**config.mk**
```make
export PLATFORM = sky130hd
export DESIGN_NAME = video_timing_gen
export DESIGN_NICKNAME = d
export VERILOG_FILES = /design/src/rtl/video_timing_gen.sv
export SDC_FILE = /design/constraint.sdc
export NUM_CORES = 1
export LEC_CHECK = 0
export CORE_MARGIN = 2
export CORE_UTILIZATION = 58
export DETAILED_ROUTE_END_ITERATION = 10
export PLACE_DENSITY = 0.85
export SETUP_SLACK_MARGIN = 0.5
export SYNTH_ARGS = -nofsm -noshare
export SYNTH_HDL_FRONTEND = slang
export SYNTH_SLANG_ARGS = --single-unit
```
**constraint.sdc**
```tcl
create_clock -name clk_i -period 6.5 [get_ports clk_i]
set_clock_uncertainty 0.2 [all_clocks]
set_input_delay 0.65 -clock clk_i [delete_from_list [all_inputs] [get_ports clk_i]]
set_output_delay 0.65 -clock clk_i [all_outputs]
set_load 0.005 [all_outputs]
```
**src/rtl/video_timing_gen.sv**
```systemverilog
`timescale 1ns/1ps
// Free-running raster timing generator with built-in test patterns.
// Counters advance on cen_i; every output is registered from the pre-edge counter position.
module video_timing_gen #(
    parameter int H_ACTIVE = 1920,
    parameter int H_FP     = 88,
    parameter int H_SYNC   = 44,
    parameter int H_BP     = 148,
    parameter int V_ACTIVE = 1080,
    parameter int V_FP     = 4,
    parameter int V_SYNC   = 5,
    parameter int V_BP     = 36,
    parameter bit SYNC_POL = 1'b1
) (
    input  logic        clk_i,
    input  logic        rst_i,
    input  logic        cen_i,
    input  logic [1:0]  pat_sel_i,
    output logic [23:0] vid_rgb_o,
    output logic [1:0]  vh_blank_o,
    output logic [2:0]  dvh_sync_o,
    output logic [11:0] pix_x_o,
    output logic [11:0] pix_y_o,
    output logic        sof_o,
    output logic [7:0]  frame_cnt_o
);

    localparam int H_TOTAL = H_ACTIVE + H_FP + H_SYNC + H_BP;
    localparam int V_TOTAL = V_ACTIVE + V_FP + V_SYNC + V_BP;
    localparam int BAR_W   = H_ACTIVE / 8;

    localparam logic [11:0] H_LAST   = 12'(H_TOTAL - 1);
    localparam logic [11:0] V_LAST   = 12'(V_TOTAL - 1);
    localparam logic [11:0] H_ACT    = 12'(H_ACTIVE);
    localparam logic [11:0] V_ACT    = 12'(V_ACTIVE);
    localparam logic [11:0] HS_START = 12'(H_ACTIVE + H_FP);
    localparam logic [11:0] HS_END   = 12'(H_ACTIVE + H_FP + H_SYNC);
    localparam logic [11:0] VS_START = 12'(V_ACTIVE + V_FP);
    localparam logic [11:0] VS_END   = 12'(V_ACTIVE + V_FP + V_SYNC);

    logic [11:0] h_cnt_reg, v_cnt_reg;
    logic [11:0] h_cnt_next, v_cnt_next;
    logic [1:0]  pat_reg;
    logic [1:0]  pat_cur;
    logic [7:0]  frame_cur;
    logic        at_origin, hblank, vblank, de, hsync, vsync;
    logic [6:0]  bar_edge;
    logic [2:0]  bar_idx;
    logic [11:0] scroll_x;
    logic [23:0] pattern, rgb_next;

    always_comb begin
        at_origin  = (h_cnt_reg == 12'd0) && (v_cnt_reg == 12'd0);
        h_cnt_next = (h_cnt_reg == H_LAST) ? 12'd0 : h_cnt_reg + 12'd1;
        v_cnt_next = v_cnt_reg;
        if (h_cnt_reg == H_LAST) begin
            v_cnt_next = (v_cnt_reg == V_LAST) ? 12'd0 : v_cnt_reg + 12'd1;
        end
    end

    always_comb begin
        hblank = (h_cnt_reg >= H_ACT);
        vblank = (v_cnt_reg >= V_ACT);
        de     = ~hblank & ~vblank;
        hsync  = (h_cnt_reg >= HS_START && h_cnt_reg < HS_END) ? SYNC_POL : ~SYNC_POL;
        vsync  = (v_cnt_reg >= VS_START && v_cnt_reg < VS_END) ? SYNC_POL : ~SYNC_POL;
    end

    // Pixel (0,0) already shows the new frame's pattern and frame count, so the
    // pattern always uses the values presented alongside that pixel.
    always_comb begin
        pat_cur   = at_origin ? pat_sel_i : pat_reg;
        frame_cur = at_origin ? frame_cnt_o + 8'd1 : frame_cnt_o;
        scroll_x  = h_cnt_reg + {4'b0000, frame_cur};
    end

    genvar gi;
    generate
        for (gi = 0; gi < 7; gi++) begin : g_bar
            assign bar_edge[gi] = (h_cnt_reg >= 12'((gi + 1) * BAR_W));
        end
    endgenerate

    always_comb begin
        bar_idx = 3'd0;
        for (int i = 0; i < 7; i++) begin
            bar_idx = bar_idx + {2'b00, bar_edge[i]};
        end
    end

    // Bar colours follow the inverted index bits: R=~idx[1], G=~idx[2], B=~idx[0].
    always_comb begin
        pattern = 24'h000000;
        case (pat_cur)
            2'd0:    pattern = {{8{~bar_idx[1]}}, {8{~bar_idx[2]}}, {8{~bar_idx[0]}}};
            2'd1:    pattern = {3{h_cnt_reg[10:3]}};
            2'd2:    pattern = 24'hFF5A43;
            default: pattern = {24{scroll_x[5] ^ v_cnt_reg[5]}};
        endcase
        rgb_next = de ? pattern : 24'h000000;
    end

    always_ff @(posedge clk_i) begin
        if (rst_i) begin
            h_cnt_reg   <= 12'd0;
            v_cnt_reg   <= 12'd0;
            pat_reg     <= 2'd0;
            frame_cnt_o <= 8'd0;
            vid_rgb_o   <= 24'h000000;
            vh_blank_o  <= 2'b11;
            dvh_sync_o  <= {1'b0, ~SYNC_POL, ~SYNC_POL};
            pix_x_o     <= 12'd0;
            pix_y_o     <= 12'd0;
            sof_o       <= 1'b0;
        end else if (cen_i) begin
            h_cnt_reg  <= h_cnt_next;
            v_cnt_reg  <= v_cnt_next;
            if (at_origin) begin
                pat_reg     <= pat_sel_i;
                frame_cnt_o <= frame_cur;
            end
            vid_rgb_o  <= rgb_next;
            vh_blank_o <= {vblank, hblank};
            dvh_sync_o <= {de, vsync, hsync};
            pix_x_o    <= h_cnt_reg;
            pix_y_o    <= v_cnt_reg;
            sof_o      <= at_origin;
        end
    end

endmodule

```
==> flow_summary.yaml <==
clock_tree:
  postCtsHoldBufs: 0
  h-tree-depth: 3
  clockRootBuffer: "clkbuf_8"
  worstSkewPairLatency_ps: 350
  clk_pin_slew_ps: 80
  max-clock-path-buffers: 2
  clock_sinks: 88
  cts_setup_buffers: 0
  cts_tree: "done"
  numCtsBuffers: 9
  cts-resized-gates: 0
worst_setup_path:
  crit_arrival_ps: 4320
  cp.required_ps: 6540
  regToRegStartpoint: "h_cnt_reg[7]"
  critPathLaunchType: "register"
  r2r_end: "vid_rgb_o[19]"
  critPathKind: "register to register"
  slowest_stage: "a2111oi_0"
  worstPathMaxFanout: 12
  cp_slowest_stage_delay_ps: 570
  r2r_cells: 11
  rrSetupSlack_ps: 2220
  cp-end-kind: "register"
  cpMostUsedCell: "fa_1"
  crit_chain: "nand2_1 > nor2_1 > a2111oi_0 > fa_1 > fa_1 > inv_1 > fa_1 > fa_1 > o21ai_1 > a21o_1 > a22o_1"
sta:
  setup_slack_ps: 2218
  final-setup-viol-count: 0
  worst_pin_slew_ps: 944.0
  fin_tns_setup_ps: 0
  slew_headroom: 0.3707
  finalHoldViolCount: 0
  slew_viol_final: 0
  fmax_ghz: 0.2335
  rsz0062_at_grt: "false"
  fin_crit_ps: 4282
  fin_crit_sh: 0.6588
synth:
  postSynthAreaPerCell_um2: 9.073
  syn_nets: 495
  netlist_top_cells_area: "dfxtp_1 (41%), mux2i_1 (6.5%), nor2_1 (5.9%)"
  ys_types: 63
  synth-seq-area-share: 0.4071
  synth_most_common_cell: "dfxtp_1"
  synth_async_sr_flop_share: 0
  synth_seq_cells: 88
  synth_edf_count: 0
  synth_top_cell_by_area: "dfxtp_1"
  syn_area_um2: 4328
  yosysWarnings: 0
  yosysTopAreaCellShare: 0.4071
  synthTopCellsByCount: "dfxtp_1 (88), nor2_1 (68), mux2i_1 (28), nand2_1 (28), a22o_1 (24)"
  netlist_instances: 477
  synth_flop_cell: "dfxtp_1"
floorplanning:
  initial_core_util: 0.5967
  top_level_ports: 67
  die_w_um: 90.38
  die_h_um: 90.38
  die_area_um2: 8169
  core_area_um2: 7253
  fp-row-count: 31
grt:
  grt_pass1_vias: 3442
  overflow: 0
  grt_pass1_wl_mm: 16.57
  grt_usage: 0.2451
  grt_max_degree: 48
  antenna_found_initial: 0
placement:
  dp_worst_setup_slack_ps: 2249
  place.port_buffers: 66
  place.gp.congestion: 0.8645
  dp_hpwl_mm: 6.858
  place_area_um2: 4926
route:
  wl_per_cell_um: 15.77
  drt_iter0_markers: 247
  num_vias: 3608
  drt-total-wl_mm: 9.872
  final_antenna_net_count: 0
  via_per_inst: 5.764
  drc: 0
  first_pass_iters: 5
outcome:
  status: "completed"
cells_and_area:
  final_nets: 541
  insertedDiodeCount: 0
  multi_input_comb_area_um2: 2321
  seq_area_um2: 1762
  drive_gt1_frac: 0.07211
  largest_reg_flops: 24
  area_growth_pct: 19.25
  fin_area_um2: 5161
  regMostFlops: "vid_rgb_o"
  fill_cells: 575
hold_path:
  min_from: "pix_x_o[3]"
  holdCritPathClass: "register to register"
  worstHoldEndpoint: "pix_x_o[3]"
  holdPathStages: 2
power:
  vdd_drop_max_mv: 0.1491
  p_per_area_nw_per_um2: 223.7
  p_leak_nw: 2.131
run:
  cap_violations: 0
worst max-delay path by stage:
stage	startpoint	to	slack, ps	depth (start not counted)
finish	h_cnt_reg[7]	vid_rgb_o[19]	2220	11
global route	h_cnt_reg[9]	vid_rgb_o[0]	2020	13
CTS	h_cnt_reg[7]	vid_rgb_o[19]	2220	11
detailed placement	h_cnt_reg[7]	vid_rgb_o[18]	2250	11
global placement	h_cnt_reg[7]	vid_rgb_o[21]	2320	11
floorplan	h_cnt_reg[6]	vid_rgb_o[18]	2430	12
per-layer routing:
metal  track usage  wire, um  vias up
met5             0         0        -
met4       0.09103       189        0
met3       0.04674       450       17
met2        0.3972      4628      113
met1        0.3263      4602     1710
li1              -         -     1768
worst max-delay path, delay by kind of cell, from the launching register on:
kind | cells | cell delay [ps]
buf+inv | 1 | 50
compound gates | 4 | 1140
flops | 1 | 450
simple gates | 2 | 300
fa+ha+maj | 4 | 2020
cells in the final DEF (no fill, tap or decap), types with 4 or more instances in the layout:
cell,netlist,routed
clkbuf_8,0,10
inv_1,13,13
nor3_1,6,6
ha_1,9,9
a22o_1,24,24
mux2i_1,28,28
xor2_1,12,12
nand3_1,15,15
o21ai_0,21,21
a21o_1,19,19
dfxtp_1,88,88
nor2_1,68,68
xnor2_1,11,11
a21oi_1,20,20
or3_1,10,10
fa_1,4,4
and3_1,6,6
nand4_1,6,6
nand2_1,28,28
clkdlybuf4s50_1,0,65
layout make-up:
| class | count | share of cell area |
|---|---|---|
| Inverter | 13 | 0.009455 |
| Timing Repair Buffer | 68 | 0.1299 |
| Multi-Input combinational cell | 343 | 0.4497 |
| Clock buffer | 12 | 0.02812 |
| Sequential cell | 88 | 0.3413 |
| Clock inverter | 3 | 0.01745 |
| Tap cell | 99 | 0.02400 |
cells by family (layout without fill, tap and decap cells):
logic type / Yosys count / in the layout / share of synthesized area
XOR/XNOR: 23 / 23 / 0.04654
AO/OA/AOI/OAI: 108 / 108 / 0.1761
adder cells (fa/ha/maj): 13 / 13 / 0.04452
AND/OR/NAND/NOR: 169 / 169 / 0.1992
multiplexers: 30 / 30 / 0.06996
flip-flops: 88 / 88 / 0.4071
buffers and inverters: 46 / 96 / 0.05666
power breakdown:
group          internal [mW]  switching [mW]
combinational         0.0704          0.0643
sequential             0.559          0.0153
clock                  0.264           0.181
per-stage QoR:
| step | util | total power, mW | hold slack [ps] | cells |
|---|---|---|---|---|
| finish | 0.7116 | 1.155 | 260.2 | 626 |
| floorplan | - | 0.6683 | 252.7 | 477 |
| global placement | 0.6791 | 0.7172 | 243.4 | 611 |
| global route | 0.7116 | 1.198 | 294.8 | 626 |
| CTS | 0.7116 | 1.160 | 265.6 | 626 |
| detailed placement | 0.6791 | 0.7213 | 253.9 | 611 |
Power figures use the tool's default switching activity.
